[src/rtl/banked_data_ram.sv]
`default_nettype none
// +----------------------------------------------------------------------------+
// | Module      : banked_data_ram                                              |
// | Description : Multi-context single-port-style data RAM. The active bank    |
// |               register selects one of NUM_BANKS windows. Reads are         |
// |               registered and read-first. A sweep FSM zeroes the active     |
// |               bank on request. Defining BANKED_RAM_BYTE_MASK_EN adds the   |
// |               byte-enable input `be`.                                      |
// | Revision    : 1.0 - initial release                                        |
// +----------------------------------------------------------------------------+
module banked_data_ram #(
  parameter int DATA_WIDTH = 32,
  parameter int ADDR_WIDTH = 6,
  parameter int NUM_BANKS  = 2,
  parameter int BANK_BITS  = 1
) (
  input  logic                  clock,
  input  logic                  reset,
  input  logic [DATA_WIDTH-1:0] data,
  input  logic [ADDR_WIDTH-1:0] endereco_escrita,
  input  logic [ADDR_WIDTH-1:0] endereco_leitura,
  input  logic                  we,
  input  logic                  re,
  input  logic [BANK_BITS-1:0]  bank_sel,
  input  logic                  bank_load,
  input  logic                  clear_req,
`ifdef BANKED_RAM_BYTE_MASK_EN
  input  logic [DATA_WIDTH/8-1:0] be,
`endif
  output logic [DATA_WIDTH-1:0] q,
  output logic                  q_valid,
  output logic                  busy,
  output logic                  clear_done,
  output logic                  bank_err,
  output logic [BANK_BITS-1:0]  active_bank
);

  localparam int c_mem_depth = NUM_BANKS << ADDR_WIDTH;
  localparam int c_idx_w     = BANK_BITS + ADDR_WIDTH;
  localparam int c_nbytes    = DATA_WIDTH / 8;
  localparam logic [BANK_BITS:0]    c_num_banks = (BANK_BITS + 1)'(NUM_BANKS);
  localparam logic [ADDR_WIDTH-1:0] c_last_addr = {ADDR_WIDTH{1'b1}};

  typedef enum logic [0:0] {
    ST_IDLE  = 1'b0,
    ST_CLEAR = 1'b1
  } state_t;

  state_t                r_state;
  state_t                w_state_next;
  logic [ADDR_WIDTH-1:0] r_cnt;
  logic [ADDR_WIDTH-1:0] w_cnt_next;
  logic                  r_clear_done;
  logic                  w_clear_done_next;

  logic [BANK_BITS-1:0]  r_active_bank;
  logic                  r_bank_err;
  logic [DATA_WIDTH-1:0] r_q;
  logic                  r_q_valid;

  logic [DATA_WIDTH-1:0] r_mem [c_mem_depth];

  logic                  w_idle;
  logic                  w_sweep_wr;
  logic                  w_mem_we;
  logic                  w_rd;
  logic                  w_bank_ok;
  logic                  w_load_ok;
  logic                  w_load_bad;
  logic [c_idx_w-1:0]    w_wr_idx;
  logic [c_idx_w-1:0]    w_rd_idx;
  logic [DATA_WIDTH-1:0] w_wr_data;
  logic [c_nbytes-1:0]   w_byte_we;

  assign w_idle     = (r_state == ST_IDLE);
  assign w_sweep_wr = (r_state == ST_CLEAR);
  // Reset blocks the memory write too, so an aborted sweep leaves the current word intact.
  assign w_mem_we   = !reset && ((we && w_idle) || w_sweep_wr);
  assign w_rd       = re && w_idle;
  assign w_wr_idx   = {r_active_bank, (w_sweep_wr ? r_cnt : endereco_escrita)};
  assign w_rd_idx   = {r_active_bank, endereco_leitura};
  assign w_wr_data  = w_sweep_wr ? '0 : data;

`ifdef BANKED_RAM_BYTE_MASK_EN
  assign w_byte_we  = w_sweep_wr ? {c_nbytes{1'b1}} : be;
`else
  assign w_byte_we  = {c_nbytes{1'b1}};
`endif

  assign w_bank_ok  = ({1'b0, bank_sel} < c_num_banks);
  assign w_load_ok  = bank_load && w_idle && w_bank_ok;
  assign w_load_bad = bank_load && w_idle && !w_bank_ok;

  // Sweep FSM: next-state and counter logic
  always_comb begin
    w_state_next      = r_state;
    w_cnt_next        = r_cnt;
    w_clear_done_next = 1'b0;
    case (r_state)
      ST_IDLE: begin
        if (clear_req) begin
          w_state_next = ST_CLEAR;
          w_cnt_next   = '0;
        end
      end
      ST_CLEAR: begin
        w_cnt_next = r_cnt + 1'b1;
        if (r_cnt == c_last_addr) begin
          w_state_next      = ST_IDLE;
          w_cnt_next        = '0;
          w_clear_done_next = 1'b1;
        end
      end
      default: begin
        w_state_next = ST_IDLE;
        w_cnt_next   = '0;
      end
    endcase
  end

  always_ff @(posedge clock) begin
    if (reset) begin
      r_state      <= ST_IDLE;
      r_cnt        <= '0;
      r_clear_done <= 1'b0;
    end else begin
      r_state      <= w_state_next;
      r_cnt        <= w_cnt_next;
      r_clear_done <= w_clear_done_next;
    end
  end

  // The sweep started in the same cycle as a bank load uses the new bank, since it begins next cycle.
  always_ff @(posedge clock) begin
    if (reset) begin
      r_active_bank <= '0;
      r_bank_err    <= 1'b0;
    end else begin
      r_bank_err <= w_load_bad;
      if (w_load_ok) begin
        r_active_bank <= bank_sel;
      end
    end
  end

  always_ff @(posedge clock) begin
    if (w_mem_we) begin
      for (int b = 0; b < c_nbytes; b++) begin
        if (w_byte_we[b]) begin
          r_mem[w_wr_idx][8*b +: 8] <= w_wr_data[8*b +: 8];
        end
      end
    end
  end

  // Read-first: the array read samples the pre-write contents of the same edge.
  always_ff @(posedge clock) begin
    if (reset) begin
      r_q       <= '0;
      r_q_valid <= 1'b0;
    end else begin
      r_q_valid <= w_rd;
      if (w_rd) begin
        r_q <= r_mem[w_rd_idx];
      end
    end
  end

  assign q           = r_q;
  assign q_valid     = r_q_valid;
  assign busy        = w_sweep_wr;
  assign clear_done  = r_clear_done;
  assign bank_err    = r_bank_err;
  assign active_bank = r_active_bank;

endmodule
`default_nettype wire

[config.mk]
export PLATFORM = sky130hd
export DESIGN_NAME = banked_data_ram
export DESIGN_NICKNAME = d
export VERILOG_FILES = /design/src/rtl/banked_data_ram.sv
export SDC_FILE = /design/constraint.sdc
export NUM_CORES = 2
export LEC_CHECK = 0
export CORE_MARGIN = 5
export CORE_UTILIZATION = 39
export CTS_BUF_LIST = sky130_fd_sc_hd__clkbuf_2
export DETAILED_ROUTE_END_ITERATION = 12
export PLACE_DENSITY = 0.6
export REMOVE_ABC_BUFFERS = 1
export SYNTH_ARGS = -nofsm -noshare
export SYNTH_HDL_FRONTEND = slang
export SYNTH_SLANG_ARGS = --single-unit
[constraint.sdc]
create_clock -name clock -period 13.7 [get_ports clock]
set_input_delay 3.425 -clock clock [delete_from_list [all_inputs] [get_ports clock]]
set_output_delay 3.425 -clock clock [all_outputs]
set_load 0.02 [all_outputs]
==> reports/results.ini <==
[power]
power.combinational.fraction_pct = 6.4
clkPwrFrac_pct = 33.4
internal_power_mw = 17.4
netSwitchingPower_mw = 6.03
pwr_density_cell_nw_per_um2 = 133
cellLeakagePower_nw = 56.0
netSwitchingFraction_pct = 25.7
max-vdd-ir-drop_mv = 0.0838
power_mw = 23.4
power.sequential.fraction_pct = 60.2

[critical_path]
worstPathBufferInverterCount = 1
cp_top_family = flip-flops
timing.critical_path.required_ps = 10270
critical_path.cell_chain = clkdlybuf4s50_1
worst_path_largest_cell_delay_ps = 970
startpoint_type = register
setup.worst_path.class = reg -> out
timing.critical_path.fanout_max = 2
timing.critical_path.slowest_stage_cell = sky130_fd_sc_hd__dfxtp_1
wp_data_arrival_ps = 4010
endpoint_kind = primary output

[synth]
synth_top_flop_cell = sky130_fd_sc_hd__edfxtp_1
synth_sequential_area_ratio_pct = 78.4
postSynth.asyncResetShare_pct = 0
post-synth-top-area-cell = sky130_fd_sc_hd__edfxtp_1
yosys.area.top_type_share_pct = 77.9
synth_area_leaders = sky130_fd_sc_hd__edfxtp_1 (78%), sky130_fd_sc_hd__mux4_2 (13%), sky130_fd_sc_hd__mux2i_1 (1.7%), sky130_fd_sc_hd__a22oi_1 (0.85%), sky130_fd_sc_hd__o22ai_1 (0.69%)
post_synth_num_cell_types = 67
synthesis.yosys.warnings = 0
number_of_enable_type_register_cells_in_the_synthesized_netlist = 4096
synth_cells = 7124
postSynthAreaPerCell_um2 = 22.2
syn_area_um2 = 158000
synthesis_stage_register_bit_count = 4138

[routing]
detail_route.drc_violations = 0
post_dr_vias_cell = 5.74
initialDrtViolationCount = 11000
wl_met2_um = 213000
wl_on_met1_um = 177000
detailroute.wirelength.met3_um = 47700
route.top_layer_used = met4
drt_wl_total_um = 457000
route.detailed.wl_per_inst_um = 32.0
route.antenna.remaining_nets = 0
vias = 82000
drt_pass_1_iters = 6

[floorplanning]
floorplan.initialDensity_pct = 39.2
num_io_pins = 88
die-height_um = 646
design.die.area_um2 = 418000
fp-row-count = 233
area_of_the_core_region_um2 = 403000
fp.dieW_um = 646

[placed_design]
place_hpwl_um = 260000
gp_congestion = 0.873
post-place-cells = 12500
placement.io_buffers = 86

[clock_tree]
clkSinkCount = 4138
cts.htree.levels = 6
cts-hold-fix-buffers = 0
clk_pin_slew_worst_paths_ps = 110
cts-buffers-inserted = 957
ctsLongestPathBuffers = 4
cts.repair_timing.setup_buffer_count = 0
cts_repair_resize_count = 0
worst_skew_pair.late_latency_ps = 2360
cts_root_buf = sky130_fd_sc_hd__clkbuf_2
tritoncts_clock_tree = yes

[layout]
final_cell_count_without_fillers = 14300
seqCellArea_um2 = 124000
layout_cells_sized_above_1_pct = 33.2
finish.utilization_pct = 43.6
fillers = 34600
layout.cells.most_common_list = sky130_fd_sc_hd__edfxtp_1 (4096), sky130_fd_sc_hd__clkbuf_2 (1380), sky130_fd_sc_hd__mux4_2 (918), sky130_fd_sc_hd__buf_4 (287), sky130_fd_sc_hd__mux2i_1 (273)
area_delta_synth_final_pct = 11.4
final_common_cell = sky130_fd_sc_hd__edfxtp_1
multi_input_comb_area_um2 = 33200
finalNetCount = 8125

[global_routing]
grt_max_degree = 129
grt_overflow_total = 0
grt_util_all_layers_pct = 21.5
grt_antenna_before_repair = 37
first_global_vias = 83100
grt_first_pass_wirelength_um = 637000

[timing]
final-max-slew-violation-count = 2
final.min_clock_period_ps = 7440
rsz0062_at_grt = no
timing_hold_violations_final = 0
clock_skew_ps = 202
timing.final.crit_share_pct = 54.3
setup_violations = 0
fmax_mhz = 134
worst_slew_pin_slew_ps = 1580
final.hold.worst_slack_ps = 529
final.setup.tns_ps = 0
relSlewSlack_pct = -5.57

[hold_path]
hp-class = reg -> reg

[status]
run_status = complete, but fails checks
violations_in_the_final_reports = capacitance limit, slew limit

[flow_run]
max_cap_viol_count = 3

## worst reg2reg max path: stages (launching register included)
cell                       delay, ps
sky130_fd_sc_hd__dfxtp_4         500
sky130_fd_sc_hd__nor2b_4         160
sky130_fd_sc_hd__buf_4           430
sky130_fd_sc_hd__nand2b_1        720
sky130_fd_sc_hd__clkinv_1        170
sky130_fd_sc_hd__buf_4           200
sky130_fd_sc_hd__o221ai_1        190
sky130_fd_sc_hd__a31oi_1         790
sky130_fd_sc_hd__o211ai_1        910
sky130_fd_sc_hd__nand3_1         310
## Yosys cell counts, types with 42 or more instances
| cell | number |
|---|---|
| sky130_fd_sc_hd__a21oi_1 | 98 |
| sky130_fd_sc_hd__a22oi_1 | 178 |
| sky130_fd_sc_hd__a31oi_1 | 43 |
| sky130_fd_sc_hd__buf_2 | 131 |
| sky130_fd_sc_hd__buf_4 | 56 |
| sky130_fd_sc_hd__clkbuf_1 | 146 |
| sky130_fd_sc_hd__dfxtp_1 | 42 |
| sky130_fd_sc_hd__edfxtp_1 | 4096 |
| sky130_fd_sc_hd__mux2i_1 | 273 |
| sky130_fd_sc_hd__mux4_2 | 918 |
| sky130_fd_sc_hd__nand2_1 | 157 |
| sky130_fd_sc_hd__nand3_1 | 68 |
| sky130_fd_sc_hd__nor2_1 | 206 |
| sky130_fd_sc_hd__nor2b_1 | 57 |
| sky130_fd_sc_hd__nor3_1 | 60 |
| sky130_fd_sc_hd__o22ai_1 | 175 |
## worst paths after layout
kind,start,to,slack (ps),cells after the start
worst max-delay path,q[6]$_SDFFE_PP0P_,q[6],6260,1
worst min-delay path,r_cnt[5]$_SDFFE_PP0P_,r_cnt[5]$_SDFFE_PP0P_,530,1
worst max register to register,busy$_SDFF_PP0_,q[6]$_SDFFE_PP0P_,9170,9
worst min register to register,r_cnt[5]$_SDFFE_PP0P_,r_cnt[5]$_SDFFE_PP0P_,530,1
## power groups by stage
| stage | clock (mW) | combinational, mW | sequential, mW |
|---|---|---|---|
| final | 7.83 | 1.50 | 14.1 |
| after global routing | 8.74 | 1.56 | 14.1 |
| after CTS | 8.03 | 1.50 | 14.1 |
| after detailed placement | 0 | 1.50 | 14.4 |
| after global placement | 0 | 1.47 | 14.4 |
| after floorplan | 0 | 0.638 | 14.4 |
## flip-flops by register name (all words and copies together) (netlist names)
register     flops
active_bank      1
busy             1
clear_done       1
q               32
q_valid          1
r_cnt            6
r_mem         4096
## through the flow
stage	worst slack [ps]	area (um2)
4_1_cts	6080	176000
2_1_floorplan	5580	156000
3_3_place_gp	4950	167000
5_1_grt	6240	176000
6_report	6260	176000
3_5_place_dp	4960	167000
## metal layers
metal  track usage (%)  up-vias
met5                 0        -
li1                  -    32900
met2              33.4     4754
met3              5.15      732
met4              8.96        0
met1              29.2    43500
## layout make-up
class                   count  share of cell area (%)
inverters                   9                  0.0220
clock inverters           356                    1.05
multi-input cells        2579                    18.8
well taps                5405                    3.84
repair buffers            388                    1.89
flip-flops and latches   4138                    70.4
clock buffers            1380                    3.93
diodes                     33                  0.0469
## cells by family after synthesis
group           after synthesis  share of synthesized area, %
flops                      4138                          78.4
mux                        1220                          15.0
compound gates              726                          3.23
simple gates                631                          1.84
buf+inv                     407                          1.46
fa+ha+maj                     1                       0.00792
other cells                   1                       0.00237
No activity file was read; power rests on OpenSTA's default activity.
